<file path="src/rtl/alu_muldiv_unit_if.sv">
// Pipeline-side bundle for alu_muldiv_unit: ID/EX decode and operands in, HI/LO and status out.
// The pipeline drives the master side and the unit is the slave.
interface alu_muldiv_unit_if #(
  parameter int DATA_WIDTH = 32
);
  logic [5:0]            ALUOp;
  logic [5:0]            funct;
  logic                  op_valid;
  logic                  flush;
  logic [DATA_WIDTH-1:0] rs_data;
  logic [DATA_WIDTH-1:0] rt_data;
  logic [DATA_WIDTH-1:0] hi_out;
  logic [DATA_WIDTH-1:0] lo_out;
  logic [DATA_WIDTH-1:0] mf_result;
  logic                  stall;
  logic                  busy;
  logic                  done;
  logic                  div_by_zero;
  logic                  illegal_op;

  modport master (
    output ALUOp, funct, op_valid, flush, rs_data, rt_data,
    input  hi_out, lo_out, mf_result, stall, busy, done, div_by_zero, illegal_op
  );

  modport slave (
    input  ALUOp, funct, op_valid, flush, rs_data, rt_data,
    output hi_out, lo_out, mf_result, stall, busy, done, div_by_zero, illegal_op
  );
endinterface

</file>
<file path="src/rtl/alu_muldiv_unit.sv">
// Iterative multiply/divide unit owning HI/LO: radix-2 shift-add multiply, restoring divide.
// Define ALU_MULDIV_DIV_EN to build the divider; otherwise DIV/DIVU raise illegal_op.
module alu_muldiv_unit #(
  parameter int DATA_WIDTH = 32,
  parameter int CNT_WIDTH  = 6
) (
  input logic             clk,
  input logic             reset,
  alu_muldiv_unit_if.slave bus
);
  localparam int W = DATA_WIDTH;

  localparam logic [5:0] F_MFHI  = 6'b010000;
  localparam logic [5:0] F_MTHI  = 6'b010001;
  localparam logic [5:0] F_MFLO  = 6'b010010;
  localparam logic [5:0] F_MTLO  = 6'b010011;
  localparam logic [5:0] F_MULT  = 6'b011000;
  localparam logic [5:0] F_MULTU = 6'b011001;
  localparam logic [5:0] F_DIV   = 6'b011010;
  localparam logic [5:0] F_DIVU  = 6'b011011;

  typedef enum logic [1:0] {S_IDLE, S_RUN, S_FIX} state_e;
  typedef enum logic {OP_MUL, OP_DIV} op_e;

  state_e               state_q;
  op_e                  op_q;
  logic                 sgn_rs_q, sgn_rt_q;
  logic [W-1:0]         opb_q;
  logic [2*W-1:0]       acc_q, acc_d;
  logic [CNT_WIDTH-1:0] cnt_q;
  logic [W-1:0]         hi_q, lo_q;
  logic                 busy_q, done_q, dbz_q, illegal_q;

  logic dec_en, is_mfhi, is_mthi, is_mflo, is_mtlo, is_mul, is_div, is_signed;
  logic can_issue, start_mul, start_div, illegal_d;
  logic rs_neg, rt_neg;
  logic [W-1:0] rs_mag, rt_mag;

  assign dec_en    = bus.op_valid && (bus.ALUOp == 6'b000000);
  assign is_mfhi   = dec_en && (bus.funct == F_MFHI);
  assign is_mthi   = dec_en && (bus.funct == F_MTHI);
  assign is_mflo   = dec_en && (bus.funct == F_MFLO);
  assign is_mtlo   = dec_en && (bus.funct == F_MTLO);
  assign is_mul    = dec_en && ((bus.funct == F_MULT) || (bus.funct == F_MULTU));
  assign is_div    = dec_en && ((bus.funct == F_DIV) || (bus.funct == F_DIVU));
  assign is_signed = ~bus.funct[0];
  assign can_issue = !busy_q && !bus.flush;
  assign start_mul = is_mul && can_issue;

`ifdef ALU_MULDIV_DIV_EN
  assign start_div = is_div && can_issue;
  assign illegal_d = 1'b0;
`else
  assign start_div = 1'b0;
  assign illegal_d = is_div && can_issue;
`endif

  // The iteration runs on magnitudes; signs are reapplied in FIX.
  assign rs_neg = is_signed && bus.rs_data[W-1];
  assign rt_neg = is_signed && bus.rt_data[W-1];
  assign rs_mag = rs_neg ? -bus.rs_data : bus.rs_data;
  assign rt_mag = rt_neg ? -bus.rt_data : bus.rt_data;

  logic [W-1:0]   mul_addend;
  logic [W:0]     mul_sum;
  logic [2*W-1:0] prod_fix;
  logic [W-1:0]   fix_hi, fix_lo;
  logic           fix_dbz;
`ifdef ALU_MULDIV_DIV_EN
  logic [W:0]     div_part;
  logic [W+1:0]   div_diff;
  logic [W-1:0]   quo, rem;
`endif

  always_comb begin
    // NOTE: every always_comb output is given a default first, so no path can infer a latch.
    mul_addend = acc_q[0] ? opb_q : '0;
    mul_sum    = {1'b0, acc_q[2*W-1:W]} + {1'b0, mul_addend};
    acc_d      = {mul_sum, acc_q[W-1:1]};
    prod_fix   = (sgn_rs_q ^ sgn_rt_q) ? -acc_q : acc_q;
    fix_hi     = prod_fix[2*W-1:W];
    fix_lo     = prod_fix[W-1:0];
    fix_dbz    = 1'b0;
`ifdef ALU_MULDIV_DIV_EN
    div_part = {acc_q[2*W-1:W], acc_q[W-1]};
    div_diff = {1'b0, div_part} - {2'b00, opb_q};
    quo      = acc_q[W-1:0];
    rem      = acc_q[2*W-1:W];
    if (op_q == OP_DIV) begin
      if (div_diff[W+1]) acc_d = {div_part[W-1:0], acc_q[W-2:0], 1'b0};
      else               acc_d = {div_diff[W-1:0], acc_q[W-2:0], 1'b1};
      // A zero divisor never borrows, so the remainder ends as |rs| and re-signs back to rs.
      fix_dbz = (opb_q == '0);
      fix_hi  = sgn_rs_q ? -rem : rem;
      fix_lo  = fix_dbz ? '1 : ((sgn_rs_q ^ sgn_rt_q) ? -quo : quo);
    end
`endif
  end

  always_ff @(posedge clk or posedge reset) begin
    if (reset) begin
      state_q   <= S_IDLE;
      op_q      <= OP_MUL;
      sgn_rs_q  <= 1'b0;
      sgn_rt_q  <= 1'b0;
      opb_q     <= '0;
      acc_q     <= '0;
      cnt_q     <= '0;
      hi_q      <= '0;
      lo_q      <= '0;
      busy_q    <= 1'b0;
      done_q    <= 1'b0;
      dbz_q     <= 1'b0;
      illegal_q <= 1'b0;
    end else begin
      // NOTE: sequential state uses non-blocking assignments so every register samples pre-edge values.
      done_q    <= 1'b0;
      dbz_q     <= 1'b0;
      illegal_q <= illegal_d;
      unique case (state_q)
        S_IDLE: begin
          if (start_mul || start_div) begin
            state_q  <= S_RUN;
            busy_q   <= 1'b1;
            cnt_q    <= '0;
            op_q     <= start_div ? OP_DIV : OP_MUL;
            sgn_rs_q <= rs_neg;
            sgn_rt_q <= rt_neg;
            opb_q    <= start_div ? rt_mag : rs_mag;
            acc_q    <= {{W{1'b0}}, (start_div ? rs_mag : rt_mag)};
          end else if (can_issue) begin
            if (is_mthi) hi_q <= bus.rs_data;
            if (is_mtlo) lo_q <= bus.rs_data;
          end
        end
        S_RUN: begin
          if (bus.flush) begin
            state_q <= S_IDLE;
            busy_q  <= 1'b0;
          end else begin
            acc_q <= acc_d;
            cnt_q <= cnt_q + CNT_WIDTH'(1);
            if (cnt_q == CNT_WIDTH'(W - 1)) state_q <= S_FIX;
          end
        end
        S_FIX: begin
          state_q <= S_IDLE;
          busy_q  <= 1'b0;
          if (!bus.flush) begin
            hi_q   <= fix_hi;
            lo_q   <= fix_lo;
            done_q <= 1'b1;
            dbz_q  <= fix_dbz;
          end
        end
        default: begin
          state_q <= S_IDLE;
          busy_q  <= 1'b0;
        end
      endcase
    end
  end

  assign bus.hi_out      = hi_q;
  assign bus.lo_out      = lo_q;
  assign bus.mf_result   = is_mfhi ? hi_q : (is_mflo ? lo_q : '0);
  assign bus.stall       = (is_mfhi || is_mflo || is_mthi || is_mtlo || is_mul || is_div)
                           && busy_q && !bus.flush;
  assign bus.busy        = busy_q;
  assign bus.done        = done_q;
  assign bus.div_by_zero = dbz_q;
  assign bus.illegal_op  = illegal_q;
endmodule

</file>
<file path="src/flat_wrapper.sv">
// flat-port wrapper written by rule: the top's interface ports become plain ports
module alu_muldiv_unit_flat 
#(
  parameter int DATA_WIDTH = 32,
  parameter int CNT_WIDTH  = 6
)
  (clk, reset, bus_ALUOp, bus_funct, bus_op_valid, bus_flush, bus_rs_data, bus_rt_data, bus_hi_out, bus_lo_out, bus_mf_result, bus_stall, bus_busy, bus_done, bus_div_by_zero, bus_illegal_op);
  alu_muldiv_unit_if #(.DATA_WIDTH(DATA_WIDTH)) bus_i ();
  input logic clk;
  input logic reset;
  input wire logic [$bits(bus_i.ALUOp)-1:0] bus_ALUOp;
  input wire logic [$bits(bus_i.funct)-1:0] bus_funct;
  input wire logic [$bits(bus_i.op_valid)-1:0] bus_op_valid;
  input wire logic [$bits(bus_i.flush)-1:0] bus_flush;
  input wire logic [$bits(bus_i.rs_data)-1:0] bus_rs_data;
  input wire logic [$bits(bus_i.rt_data)-1:0] bus_rt_data;
  output wire logic [$bits(bus_i.hi_out)-1:0] bus_hi_out;
  output wire logic [$bits(bus_i.lo_out)-1:0] bus_lo_out;
  output wire logic [$bits(bus_i.mf_result)-1:0] bus_mf_result;
  output wire logic [$bits(bus_i.stall)-1:0] bus_stall;
  output wire logic [$bits(bus_i.busy)-1:0] bus_busy;
  output wire logic [$bits(bus_i.done)-1:0] bus_done;
  output wire logic [$bits(bus_i.div_by_zero)-1:0] bus_div_by_zero;
  output wire logic [$bits(bus_i.illegal_op)-1:0] bus_illegal_op;
  assign bus_i.ALUOp = bus_ALUOp;
  assign bus_i.funct = bus_funct;
  assign bus_i.op_valid = bus_op_valid;
  assign bus_i.flush = bus_flush;
  assign bus_i.rs_data = bus_rs_data;
  assign bus_i.rt_data = bus_rt_data;
  assign bus_hi_out = bus_i.hi_out;
  assign bus_lo_out = bus_i.lo_out;
  assign bus_mf_result = bus_i.mf_result;
  assign bus_stall = bus_i.stall;
  assign bus_busy = bus_i.busy;
  assign bus_done = bus_i.done;
  assign bus_div_by_zero = bus_i.div_by_zero;
  assign bus_illegal_op = bus_i.illegal_op;
  alu_muldiv_unit #(.DATA_WIDTH(DATA_WIDTH), .CNT_WIDTH(CNT_WIDTH)) u_core (.clk(clk), .reset(reset), .bus(bus_i));
endmodule
</file>
<file path="config.mk">
export PLATFORM = sky130hd
export DESIGN_NAME = alu_muldiv_unit_flat
export DESIGN_NICKNAME = d
export VERILOG_FILES = /design/src/rtl/alu_muldiv_unit_if.sv /design/src/rtl/alu_muldiv_unit.sv /design/src/flat_wrapper.sv
export SDC_FILE = /design/constraint.sdc
export NUM_CORES = 1
export LEC_CHECK = 0
export CAP_MARGIN = 10
export CORE_MARGIN = 1
export CORE_UTILIZATION = 50
export DETAILED_ROUTE_END_ITERATION = 16
export PLACE_DENSITY_LB_ADDON = 0.15
export SYNTH_ARGS = -nofsm -noshare
export SYNTH_HDL_FRONTEND = slang
export SYNTH_SLANG_ARGS = --single-unit
</file>
<file path="constraint.sdc">
create_clock -name clk -period 4.95 [get_ports clk]
set_input_delay 0.495 -clock clk [delete_from_list [all_inputs] [get_ports clk]]
set_output_delay 0.495 -clock clk [all_outputs]
set_load 0.03 [all_outputs]
</file>
# ---- After elaboration in Yosys (flattened, before gate mapping)
# Index checks and enable logic that the tools add are counted.
dict set report word_totals {
  regBits 173
  out_inout_bits 101
  inputBits 80
}
dict set report classes {
  bitwise_logic 2
  n_eq_ne 20
  n_mux 31
  addsub 5
  reduce_logical 33
}
# operator count
set op_table {}
lappend op_table {{$mux 32} 13}
lappend op_table {{$mux 64} 3}
lappend op_table {{$pmux 32 s2} 2}
lappend op_table {{$pmux 64 s2} 1}
lappend op_table {{$neg 32->32} 2}
lappend op_table {{$neg 64->64} 1}
lappend op_table {{$eq 6x5->1 const B} 9}
lappend op_table {{$add 32x32->33} 1}
lappend op_table {{$logic_and 1x1->1} 14}
lappend op_table {{$mux 6} 2}
lappend op_table {{$pmux 6 s2} 1}
lappend op_table {{$reduce_and 5->1} 2}
lappend op_table {{$ne 2x1->1 const B} 4}
lappend op_table {{$ne 2x2->1 const B} 4}
lappend op_table {{$logic_or 1x1->1} 7}
lappend op_table {{$add 6x1->6 const B} 1}
lappend op_table {{$logic_not 6->1} 1}
lappend op_table {{$mux 2} 3}
lappend op_table {{$reduce_and 2->1} 3}
lappend op_table {{$mux 1} 4}
lappend op_table {{$pmux 2 s2} 1}
lappend op_table {{$reduce_bool 2->1} 2}
lappend op_table {{$ne 3x2->1 const B} 1}
lappend op_table {{$reduce_and 3->1} 1}
lappend op_table {{7 further kinds} 8}

# ---- Depth between registers and ports, before layout
# Gate-level depths: netlist of run 1.
dict set report logic_depth {
  ltp_word 10
  mapped_depth 14
  depth_no_buf 12
}

# ---- Least setup slack after synthesis of run 1
# No wires, ideal clock.
dict set report synth_timing {
  path_type {reg2reg}
  startpoint {register u_core.acc_q[0]}
  endpoint {register u_core.acc_q[61]}
  n_path_buf 2
  stages_incl_launch_ff 12
  path_slack_ns 1.911
  arrival_time_ns 2.918
  setup_time_ns 0.122
  path_cell_list {dfrtp_1 -> clkbuf_1 -> clkbuf_1 -> and2_1 -> ha_1 -> a21o_1 -> o2bb2ai_1 -> o31a_1 -> o41ai_1 -> nor4_1 -> or3_1 -> a32o_1}
}
dict set report synth_via {
  elab_chain_cells 4
}
# item line_no
set synth_rtl {}
lappend synth_rtl {{from (decl)} alu_muldiv_unit.sv:29} ;# logic [2*W-1:0] acc_q, acc_d;
lappend synth_rtl {{from (signal assigned)} alu_muldiv_unit.sv:130} ;# acc_q <= {{W{1'b0}}, (start_div ? rs_mag : rt_mag)};
lappend synth_rtl {{$mux 32} alu_muldiv_unit.sv:77} ;# mul_addend = acc_q[0] ? opb_q : '0;
lappend synth_rtl {{$add 32x32->33} alu_muldiv_unit.sv:78} ;# mul_sum = {1'b0, acc_q[2*W-1:W]} + {1'b0, mul_addend};
lappend synth_rtl {{$mux 64} alu_muldiv_unit.sv:137} ;# if (bus.flush) begin
lappend synth_rtl {{$pmux 64 s2} alu_muldiv_unit.sv:120} ;# unique case (state_q)
# No other way between the ends. The select of a mux whose other input is x is not followed.
# A chain may end at the register's enable or synchronous reset.

# ---- Worst setup path after layout of run 1
dict set report layout_timing {
  startpoint {register u_core.acc_q[0]}
  endpoint {register u_core.acc_q[55]}
}
# Same word-level chain as after synthesis.

==> impl_results.html, run 1 <==
<table>
<tr><th>Metric</th><th>Value</th></tr>
<tr><th colspan="2">CTS</th></tr>
<tr><td>Number of hold buffers added after cts</td><td>0</td></tr>
<tr><td>Post_cts resized</td><td>0</td></tr>
<tr><td>Sink Count</td><td>173</td></tr>
<tr><td>TritonCTS clock tree</td><td>done</td></tr>
<tr><td>Longest Clk Path Bufs</td><td>2</td></tr>
<tr><td>Later-pin clock latency in the skew report</td><td>0.44 ns</td></tr>
<tr><td>CTS HTree Levels</td><td>4</td></tr>
<tr><td>Number of buffers added by the clock tree synthesis step</td><td>17</td></tr>
<tr><td>Clock transition time at the flip-flop clock pins of the worst setup and hold paths</td><td>0.07 ns</td></tr>
<tr><td>Cell chosen for the clock root</td><td>sky130_fd_sc_hd__clkbuf_16</td></tr>
<tr><td>Post-CTS Setup Bufs</td><td>0</td></tr>
<tr><th colspan="2">STA</th></tr>
<tr><td>Final-layout setup total negative slack</td><td>0 ns</td></tr>
<tr><td>Post-route worst hold slack</td><td>0.4642 ns</td></tr>
<tr><td>Unrepaired setup endpoints after global routing</td><td>false</td></tr>
<tr><td>Total count of max-transition violations in the final report</td><td>0</td></tr>
<tr><td>Final Hold Vio Count</td><td>0</td></tr>
<tr><td>Final setup viols</td><td>0</td></tr>
<tr><td>Fmax achieved</td><td>276.3 MHz</td></tr>
<tr><td>Worst Tran Pin Value</td><td>1.037 ns</td></tr>
<tr><td>Share of the clock period used by the worst path after layout</td><td>73.11%</td></tr>
<tr><td>Clock period minus final worst setup slack</td><td>3.619 ns</td></tr>
<tr><td>Worst max-slew margin expressed relative to the limit</td><td>30.89%</td></tr>
<tr><td>Final clock skew</td><td>0.01211 ns</td></tr>
<tr><th colspan="2">Place</th></tr>
<tr><td>Final weighted congestion in routability-driven placement</td><td>0.9336</td></tr>
<tr><td>Number of instances in the placed design</td><td>1,850</td></tr>
<tr><td>Number of buffers added on ports</td><td>179</td></tr>
<tr><td>Final HPWL from detailed placement</td><td>28,760 microns</td></tr>
<tr><th colspan="2">Floorplan</th></tr>
<tr><td>Standard-cell row count</td><td>56</td></tr>
<tr><td>DIE WIDTH</td><td>156.7 microns</td></tr>
<tr><td>Starting density of the core</td><td>51.00%</td></tr>
<tr><td>Total I/O pin count</td><td>181</td></tr>
<tr><td>Core region area</td><td>23,470 sq um</td></tr>
<tr><td>Vertical die dimension</td><td>156.7 microns</td></tr>
<tr><td>Overall die area</td><td>24,570 sq um</td></tr>
<tr><th colspan="2">Layout</th></tr>
<tr><td>Count of placed standard cells in the final layout, fillers left out</td><td>1,882</td></tr>
<tr><td>Number of diodes</td><td>0</td></tr>
<tr><td>Final net count</td><td>1,667</td></tr>
<tr><td>Share of final-layout standard cells stronger than drive strength 1</td><td>5.182%</td></tr>
<tr><td>Layout Area Growth over Synthesis</td><td>21.59%</td></tr>
<tr><th colspan="2">Worst setup path</th></tr>
<tr><td>Peak fanout along the critical path</td><td>17</td></tr>
<tr><td>Endpoint type of the worst setup path</td><td>flip-flop</td></tr>
<tr><td>Kind of critical path</td><td>flip-flop to flip-flop</td></tr>
<tr><td>Sort of element at the start of the critical path</td><td>flip-flop</td></tr>
<tr><td>Arrival time reported for the critical path endpoint</td><td>3.91 ns</td></tr>
<tr><td>CP required</td><td>5.24 ns</td></tr>
<tr><th colspan="2">Power</th></tr>
<tr><td>Worst VDD drop</td><td>206.3 uV</td></tr>
<tr><td>Leakage</td><td>6.082 nW</td></tr>
<tr><td>Fraction of power consumed by the clock network</td><td>39.3%</td></tr>
<tr><td>Relative contribution of sequential cells to total power</td><td>44.9%</td></tr>
<tr><td>Internal power contribution</td><td>2.412 mW</td></tr>
<tr><td>Power per standard cell area</td><td>236.8 nW/um^2</td></tr>
<tr><td>Fraction of power spent switching nets</td><td>30.01%</td></tr>
<tr><td>Combinational cell fraction of total power</td><td>15.9%</td></tr>
<tr><td>Sw power</td><td>1.034 mW</td></tr>
<tr><th colspan="2">Synth</th></tr>
<tr><td>Sequential fraction of the synthesis area</td><td>36.16%</td></tr>
<tr><td>Share of flip-flops with an asynchronous set or reset</td><td>100.0%</td></tr>
<tr><td>Count of mapped cells out of synthesis</td><td>1,434</td></tr>
<tr><td>Area of the mapped netlist</td><td>11,970 sq um</td></tr>
<tr><td>Cell taking the most area after synthesis</td><td>sky130_fd_sc_hd__dfrtp_1</td></tr>
<tr><td>Synth Warn #</td><td>0</td></tr>
<tr><td>Most frequently used flop master after synthesis</td><td>sky130_fd_sc_hd__dfrtp_1</td></tr>
<tr><td>Synth Register Bits</td><td>173</td></tr>
<tr><td>Largest cells by area after synthesis</td><td>sky130_fd_sc_hd__dfrtp_1, sky130_fd_sc_hd__o21ai_0, sky130_fd_sc_hd__xnor2_1, sky130_fd_sc_hd__xor2_1, sky130_fd_sc_hd__nand2_1</td></tr>
<tr><td>Syn nets</td><td>1,551</td></tr>
<tr><td>Cell variety after synth</td><td>71</td></tr>
<tr><td>Post-Syn Area per Cell</td><td>8.348 sq um</td></tr>
<tr><td>Share of the synthesized area in the top cell type</td><td>36.16%</td></tr>
<tr><td>Post-synth EDFFs</td><td>0</td></tr>
<tr><th colspan="2">Drt</th></tr>
<tr><td>Via Count</td><td>11,597</td></tr>
<tr><td>Detailed-route wire length</td><td>38,630 microns</td></tr>
<tr><td>Post-DR wirelength/cell</td><td>20.53 microns</td></tr>
<tr><td>Post-DRT Antenna Nets</td><td>0</td></tr>
<tr><td>Number of vias per cell</td><td>6.162</td></tr>
<tr><td>DRC Markers</td><td>0</td></tr>
<tr><td>Length of the first detailed-routing pass in iterations</td><td>6</td></tr>
<tr><td>Count of routing violations after the opening detailed-route iteration</td><td>1,212</td></tr>
<tr><th colspan="2">Job</th></tr>
<tr><td>Count of max-cap constraint violations</td><td>0</td></tr>
<tr><th colspan="2">Global route</th></tr>
<tr><td>Global-route total usage across every layer</td><td>31.90%</td></tr>
<tr><td>Leftover overflow at the end of global routing</td><td>0</td></tr>
<tr><td>Number of global-route vias before repair</td><td>10,697</td></tr>
<tr><td>Wire length of the first global-routing pass</td><td>59,930 microns</td></tr>
<tr><td>Maximum number of pins on one net before global-route repair</td><td>174</td></tr>
<tr><td>Initial antenna violation count</td><td>1</td></tr>
<tr><th colspan="2">Run status</th></tr>
<tr><td>Outcome</td><td>finished clean</td></tr>
<tr><th colspan="2">Min path</th></tr>
<tr><td>Class of the tightest hold or removal check</td><td>flip-flop to flip-flop</td></tr>
</table>
==> flip-flops by register name, indices dropped and copies added (netlist names), 2 cells and up <==
name / flops
u_core.opb_q: 32
u_core.bus.lo_out: 32
u_core.bus.hi_out: 32
u_core.cnt_q: 6
u_core.acc_q: 64
u_core.state_q: 2
==> area by class of cell <==
cell class | instances | area, sq um
inverters | 30 | 116.4
repair buffers | 195 | 1924
well taps | 319 | 399.1
flip-flops and latches | 173 | 4329
clock inverters | 14 | 150.1
multi-input cells | 1133 | 7208
clock buffers | 18 | 429.2
fillers | 2069 | 8916
==> stage by stage <==
stage	cell area (sq um)	total power, mW	utilization (%)	worst slack [ns]
after floorplan	11980	1.847	-	1.911
after global placement	13980	2.111	59.55	1.364
after detailed placement	13980	2.116	59.55	1.340
after CTS	14560	3.448	62.01	1.314
after global routing	14560	3.560	62.01	0.9902
final	14560	3.446	62.01	1.331
==> cell families after synthesis <==
logic type,after synthesis,share of synthesized area (%)
compound gates,470,25.47
mux,5,0.4285
other cells,1,0.03132
simple gates,476,19.36
xor+xnor,144,10.54
fa+ha+maj,37,3.930
flops,173,36.16
buf+inv,128,4.086
==> layer usage <==
layer  wire (microns)  GRT usage (%)  up-vias  part of all wire (%)
li1                 -              -     5416                     -
met2            18070          52.04      462                    47
met4             1267          11.48        2                   3.3
met1            16790          43.74     5625                    43
met3             2485          3.434       92                   6.4
met5               13              0        -                 0.034
==> synthesized netlist by cell type (26+ instances only) <==
| cell | count |
|---|---|
| sky130_fd_sc_hd__o31ai_1 | 41 |
| sky130_fd_sc_hd__a22oi_1 | 26 |
| sky130_fd_sc_hd__xor2_1 | 70 |
| sky130_fd_sc_hd__dfrtp_1 | 173 |
| sky130_fd_sc_hd__ha_1 | 36 |
| sky130_fd_sc_hd__nor3_1 | 28 |
| sky130_fd_sc_hd__a21o_1 | 26 |
| sky130_fd_sc_hd__clkbuf_1 | 91 |
| sky130_fd_sc_hd__inv_1 | 30 |
| sky130_fd_sc_hd__a22o_1 | 32 |
| sky130_fd_sc_hd__xnor2_1 | 74 |
| sky130_fd_sc_hd__nor2_1 | 134 |
| sky130_fd_sc_hd__nand2_1 | 155 |
| sky130_fd_sc_hd__o21ai_0 | 149 |
| sky130_fd_sc_hd__and2_1 | 36 |
| sky130_fd_sc_hd__a21oi_1 | 86 |
==> power groups by stage <==
stage	registers, mW	logic [mW]	clock network [mW]
finish	1.55	0.547	1.35
CTS	1.54	0.547	1.36
floorplan	1.62	0.227	0
global placement	1.57	0.541	0
detailed placement	1.57	0.545	0
global route	1.55	0.592	1.42
==> layout by cell type (no fill, tap or decap), types with 18 or more instances in the layout <==
cell,netlist,routed
sky130_fd_sc_hd__nand2_1,155,154
sky130_fd_sc_hd__dfrtp_1,173,173
sky130_fd_sc_hd__a22o_1,32,32
sky130_fd_sc_hd__nor3_1,28,28
sky130_fd_sc_hd__xnor2_1,74,73
sky130_fd_sc_hd__a22oi_1,26,26
sky130_fd_sc_hd__nand4_1,18,18
sky130_fd_sc_hd__o21ai_0,149,149
sky130_fd_sc_hd__a21oi_1,86,86
sky130_fd_sc_hd__o31ai_1,41,41
sky130_fd_sc_hd__clkdlybuf4s50_1,0,179
sky130_fd_sc_hd__nand3_1,19,18
sky130_fd_sc_hd__a21o_1,26,26
sky130_fd_sc_hd__nor2_1,134,131
sky130_fd_sc_hd__and2_1,36,36
sky130_fd_sc_hd__ha_1,36,36
sky130_fd_sc_hd__xor2_1,70,69
sky130_fd_sc_hd__inv_1,30,29
==> critical path, stage by stage (launching register included) <==
cell                       delay [ns]
sky130_fd_sc_hd__dfrtp_1         0.75
sky130_fd_sc_hd__and2_1          0.22
sky130_fd_sc_hd__ha_1            0.18
sky130_fd_sc_hd__inv_1           0.06
sky130_fd_sc_hd__fa_1            0.37
sky130_fd_sc_hd__nor2b_1         0.24
sky130_fd_sc_hd__o211ai_1        0.21
sky130_fd_sc_hd__a21o_1          0.25
sky130_fd_sc_hd__o21ai_0         0.28
sky130_fd_sc_hd__a31oi_1         0.27
sky130_fd_sc_hd__o21ai_0         0.40
sky130_fd_sc_hd__xnor2_1         0.16
sky130_fd_sc_hd__o21ai_0         0.08
==> final timing paths <==
kind	slack, ns	cells past startpoint	endpoint	start
max	1.33	12	u_core.acc_q[55]	u_core.acc_q[0]
min	0.46	1	u_core.state_q[1]	u_core.cnt_q[5]
max reg2reg	1.33	12	u_core.acc_q[55]	u_core.acc_q[0]
min reg2reg	0.46	1	u_core.state_q[1]	u_core.cnt_q[5]
max in group asynchronous	3.51	3	u_core.acc_q[35]	reset
min in group asynchronous	0.60	3	u_core.bus.lo_out[1]	reset
Note: power is estimated with default switching activity, not from simulation.
==> run 2, diff against run 1 <==
Clock period 4.95 ns to 3.2 ns, I/O delays scaled along.
==> impl_results.html, run 2 (synthesis gave the netlist of run 1 again) <==
<table>
<tr><th>Metric</th><th>Value</th></tr>
<tr><th colspan="2">Floorplan</th></tr>
<tr><td>Core region area</td><td>23,470 sq um (unchanged)</td></tr>
<tr><td>Starting density of the core</td><td>51.00% (unchanged)</td></tr>
<tr><td>Vertical die dimension</td><td>156.7 microns (unchanged)</td></tr>
<tr><td>Total I/O pin count</td><td>181 (unchanged)</td></tr>
<tr><td>Standard-cell row count</td><td>56 (unchanged)</td></tr>
<tr><td>DIE WIDTH</td><td>156.7 microns (unchanged)</td></tr>
<tr><td>Overall die area</td><td>24,570 sq um (unchanged)</td></tr>
<tr><th colspan="2">Drt</th></tr>
<tr><td>Number of vias per cell</td><td>6.066 (-1.6%)</td></tr>
<tr><td>Detailed-route wire length</td><td>39,880 microns (+3.2%)</td></tr>
<tr><td>Post-DR wirelength/cell</td><td>20.30 microns (-1.1%)</td></tr>
<tr><td>Length of the first detailed-routing pass in iterations</td><td>7 (+1)</td></tr>
<tr><td>Count of routing violations after the opening detailed-route iteration</td><td>1,048 (-14%)</td></tr>
<tr><td>Post-DRT Antenna Nets</td><td>0 (unchanged)</td></tr>
<tr><td>DRC Markers</td><td>0 (unchanged)</td></tr>
<tr><td>Via Count</td><td>11,919 (+2.8%)</td></tr>
<tr><th colspan="2">Power</th></tr>
<tr><td>Combinational cell fraction of total power</td><td>17.0% (+1.1 points)</td></tr>
<tr><td>Sw power</td><td>1.610 mW (+56%)</td></tr>
<tr><td>Internal power contribution</td><td>3.858 mW (+60%)</td></tr>
<tr><td>Leakage</td><td>6.622 nW (+8.9%)</td></tr>
<tr><td>Power per standard cell area</td><td>357.3 nW/um^2 (+51%)</td></tr>
<tr><td>Relative contribution of sequential cells to total power</td><td>43.3% (-1.6 points)</td></tr>
<tr><td>Worst VDD drop</td><td>356.7 uV (+73%)</td></tr>
<tr><td>Fraction of power consumed by the clock network</td><td>39.7% (+0.4 points)</td></tr>
<tr><td>Fraction of power spent switching nets</td><td>29.44% (-0.57 points)</td></tr>
<tr><th colspan="2">CTS</th></tr>
<tr><td>Number of buffers added by the clock tree synthesis step</td><td>17 (unchanged)</td></tr>
<tr><td>TritonCTS clock tree</td><td>done</td></tr>
<tr><td>CTS HTree Levels</td><td>4 (unchanged)</td></tr>
<tr><td>Cell chosen for the clock root</td><td>sky130_fd_sc_hd__clkbuf_16</td></tr>
<tr><td>Later-pin clock latency in the skew report</td><td>0.43 ns (about the same)</td></tr>
<tr><td>Clock transition time at the flip-flop clock pins of the worst setup and hold paths</td><td>0.07 ns (about the same)</td></tr>
<tr><td>Longest Clk Path Bufs</td><td>2 (unchanged)</td></tr>
<tr><td>Number of hold buffers added after cts</td><td>0 (unchanged)</td></tr>
<tr><td>Sink Count</td><td>173 (unchanged)</td></tr>
<tr><th colspan="2">Min path</th></tr>
<tr><td>Class of the tightest hold or removal check</td><td>input port to asynchronous set/reset pin</td></tr>
<tr><th colspan="2">Worst setup path</th></tr>
<tr><td>Arrival time reported for the critical path endpoint</td><td>3.44 ns (-0.47 ns)</td></tr>
<tr><td>Launching element of the worst setup path</td><td>u_core.acc_q[35]</td></tr>
<tr><td>Endpoint type of the worst setup path</td><td>flip-flop</td></tr>
<tr><td>Peak fanout along the critical path</td><td>6 (-11)</td></tr>
<tr><td>Register-to-Register Setup Slack</td><td>0.07 ns (-1.26 ns)</td></tr>
<tr><td>Sort of element at the start of the critical path</td><td>flip-flop</td></tr>
<tr><td>R2R cell count</td><td>8 (-4)</td></tr>
<tr><td>Worst reg2reg path endpoint</td><td>u_core.bus.hi_out[28]</td></tr>
<tr><td>CP required</td><td>3.51 ns (-1.73 ns)</td></tr>
<tr><td>Launching point of the worst reg2reg path</td><td>u_core.acc_q[35]</td></tr>
<tr><td>Kind of critical path</td><td>flip-flop to flip-flop</td></tr>
<tr><th colspan="2">Layout</th></tr>
<tr><td>Reg with most FFs</td><td>u_core.acc_q</td></tr>
<tr><td>Most frequent cells in the layout</td><td>sky130_fd_sc_hd__dfrtp_1, sky130_fd_sc_hd__nand2_1, sky130_fd_sc_hd__o21ai_0</td></tr>
<tr><td>Utilization after layout</td><td>65.19% (+3.2 points)</td></tr>
<tr><td>Layout Area Growth over Synthesis</td><td>27.82%</td></tr>
<tr><td>Commonest non-fill, non-tap cell in the layout</td><td>sky130_fd_sc_hd__dfrtp_1</td></tr>
<tr><td>Share of final-layout standard cells stronger than drive strength 1</td><td>12.52% (+7.3 points)</td></tr>
<tr><td>Number of flip-flops in the largest register</td><td>64 (unchanged)</td></tr>
<tr><td>Number of diodes</td><td>0 (unchanged)</td></tr>
<tr><td>Final net count</td><td>1,750 (+5.0%)</td></tr>
<tr><th colspan="2">STA</th></tr>
<tr><td>Worst max-slew margin expressed relative to the limit</td><td>34.74% (+3.8 points)</td></tr>
<tr><td>Final-layout setup total negative slack</td><td>0 ns (unchanged)</td></tr>
<tr><td>Final clock skew</td><td>0.01098 ns (-0.001139 ns)</td></tr>
<tr><td>Total count of max-transition violations in the final report</td><td>0 (unchanged)</td></tr>
<tr><td>Final setup viols</td><td>0 (unchanged)</td></tr>
<tr><td>Share of the clock period used by the worst path after layout</td><td>97.94% (+25 points)</td></tr>
<tr><td>Final worst setup slack</td><td>0.06603 ns (-1.265 ns)</td></tr>
<tr><td>Clock period minus final worst setup slack</td><td>3.134 ns (-0.4850 ns)</td></tr>
<tr><td>Final Hold Vio Count</td><td>0 (unchanged)</td></tr>
<tr><td>Fmax achieved</td><td>319.1 MHz (+15%)</td></tr>
<tr><td>Worst Tran Pin Value</td><td>0.9741 ns (-0.06254 ns)</td></tr>
<tr><th colspan="2">Global route</th></tr>
<tr><td>Maximum number of pins on one net before global-route repair</td><td>94 (-46%)</td></tr>
<tr><td>Initial antenna violation count</td><td>2 (+1)</td></tr>
<tr><td>Number of global-route vias before repair</td><td>11,083 (+3.6%)</td></tr>
<tr><td>Global-route total usage across every layer</td><td>32.64% (+0.74 points)</td></tr>
<tr><td>Wire length of the first global-routing pass</td><td>61,090 microns (+1.9%)</td></tr>
<tr><td>Leftover overflow at the end of global routing</td><td>0 (unchanged)</td></tr>
<tr><th colspan="2">Place</th></tr>
<tr><td>Number of buffers added on ports</td><td>179 (unchanged)</td></tr>
<tr><td>Final HPWL from detailed placement</td><td>30,140 microns (+4.8%)</td></tr>
<tr><td>Final weighted congestion in routability-driven placement</td><td>0.9812 (+5.1%)</td></tr>
<tr><td>Post-placement worst setup slack</td><td>-0.1651 ns (-1.505 ns)</td></tr>
<tr><th colspan="2">Job</th></tr>
<tr><td>Count of max-cap constraint violations</td><td>0 (unchanged)</td></tr>
<tr><th colspan="2">Run status</th></tr>
<tr><td>Outcome</td><td>finished clean</td></tr>
</table>
-- run 2: cell types whose count changed in the layout (fill, tap and decap cells not counted), sizes merged --
cell and delta:
clkdlybuf4s50 -32, inv -1, bufinv +1, buf +115
-- run 2: worst max path at each step --
stage / to / depth (start not counted)
after floorplan: u_core.acc_q[61] / 11
after global placement: u_core.acc_q[61] / 10
after detailed placement: u_core.acc_q[57] / 11
after CTS: u_core.acc_q[56] / 11
after global routing: u_core.bus.hi_out[3] / 9
final: u_core.bus.hi_out[28] / 8
-- run 2: area by class of cell --
class,count,area [sq um]
clock buffers,18,429.2
clock inverters,14,178.9
fillers,2036,8170
inverters,30,116.4
multi-input cells,1133,7286
flip-flops and latches,173,4330
well taps,319,399.1
repair buffers,278,2562
-- run 2: per-layer routing --
metal | up-vias | global-route usage (%) | routed length, microns
met5 | - | 0 | 27
met4 | 4 | 16.11 | 2012
met3 | 106 | 5.096 | 2755
met2 | 501 | 53.04 | 18530
met1 | 5721 | 42.26 | 16550
li1 | 5587 | - | -
-- run 2: power by group through the flow --
stage               Combinational [mW]  Clock (mW)  Sequential (mW)
finish                           0.928        2.17             2.37
global route                     0.993        2.26             2.38
CTS                              0.920        2.18             2.37
detailed placement               0.914           0             2.41
global placement                 0.906           0             2.41
floorplan                        0.352           0             2.51
-- run 2: per-stage QoR --
step	instances	hold slack [ns]	power (mW)	area [sq um]
after floorplan	1434	0.4358	2.857	11980
after global placement	1931	0.4492	3.314	14580
after detailed placement	1931	0.4657	3.325	14580
after CTS	1963	0.4123	5.470	15200
after global routing	1965	0.4404	5.632	15300
final	1965	0.3732	5.468	15300
-- run 2: critical path, cell delays in order (launching register included) --
cell,delay [ns]
sky130_fd_sc_hd__dfrtp_1,0.47
sky130_fd_sc_hd__or4_4,0.54
sky130_fd_sc_hd__or4_4,0.47
sky130_fd_sc_hd__nand2b_4,0.17
sky130_fd_sc_hd__or4_4,0.58
sky130_fd_sc_hd__nor4_4,0.26
sky130_fd_sc_hd__a21oi_1,0.14
sky130_fd_sc_hd__xnor2_1,0.26
sky130_fd_sc_hd__o21ai_1,0.11
-- run 2: timing repair --
| item | 4_1_cts | 5_1_grt |
|---|---|---|
| gates resized for setup | 1 | 15 |
| setup buffers | 0 | 1 |
| pin swaps | 0 | 3 |
| cloned | 0 | 0 |
| setup endpoints to repair | 3 | 27 |
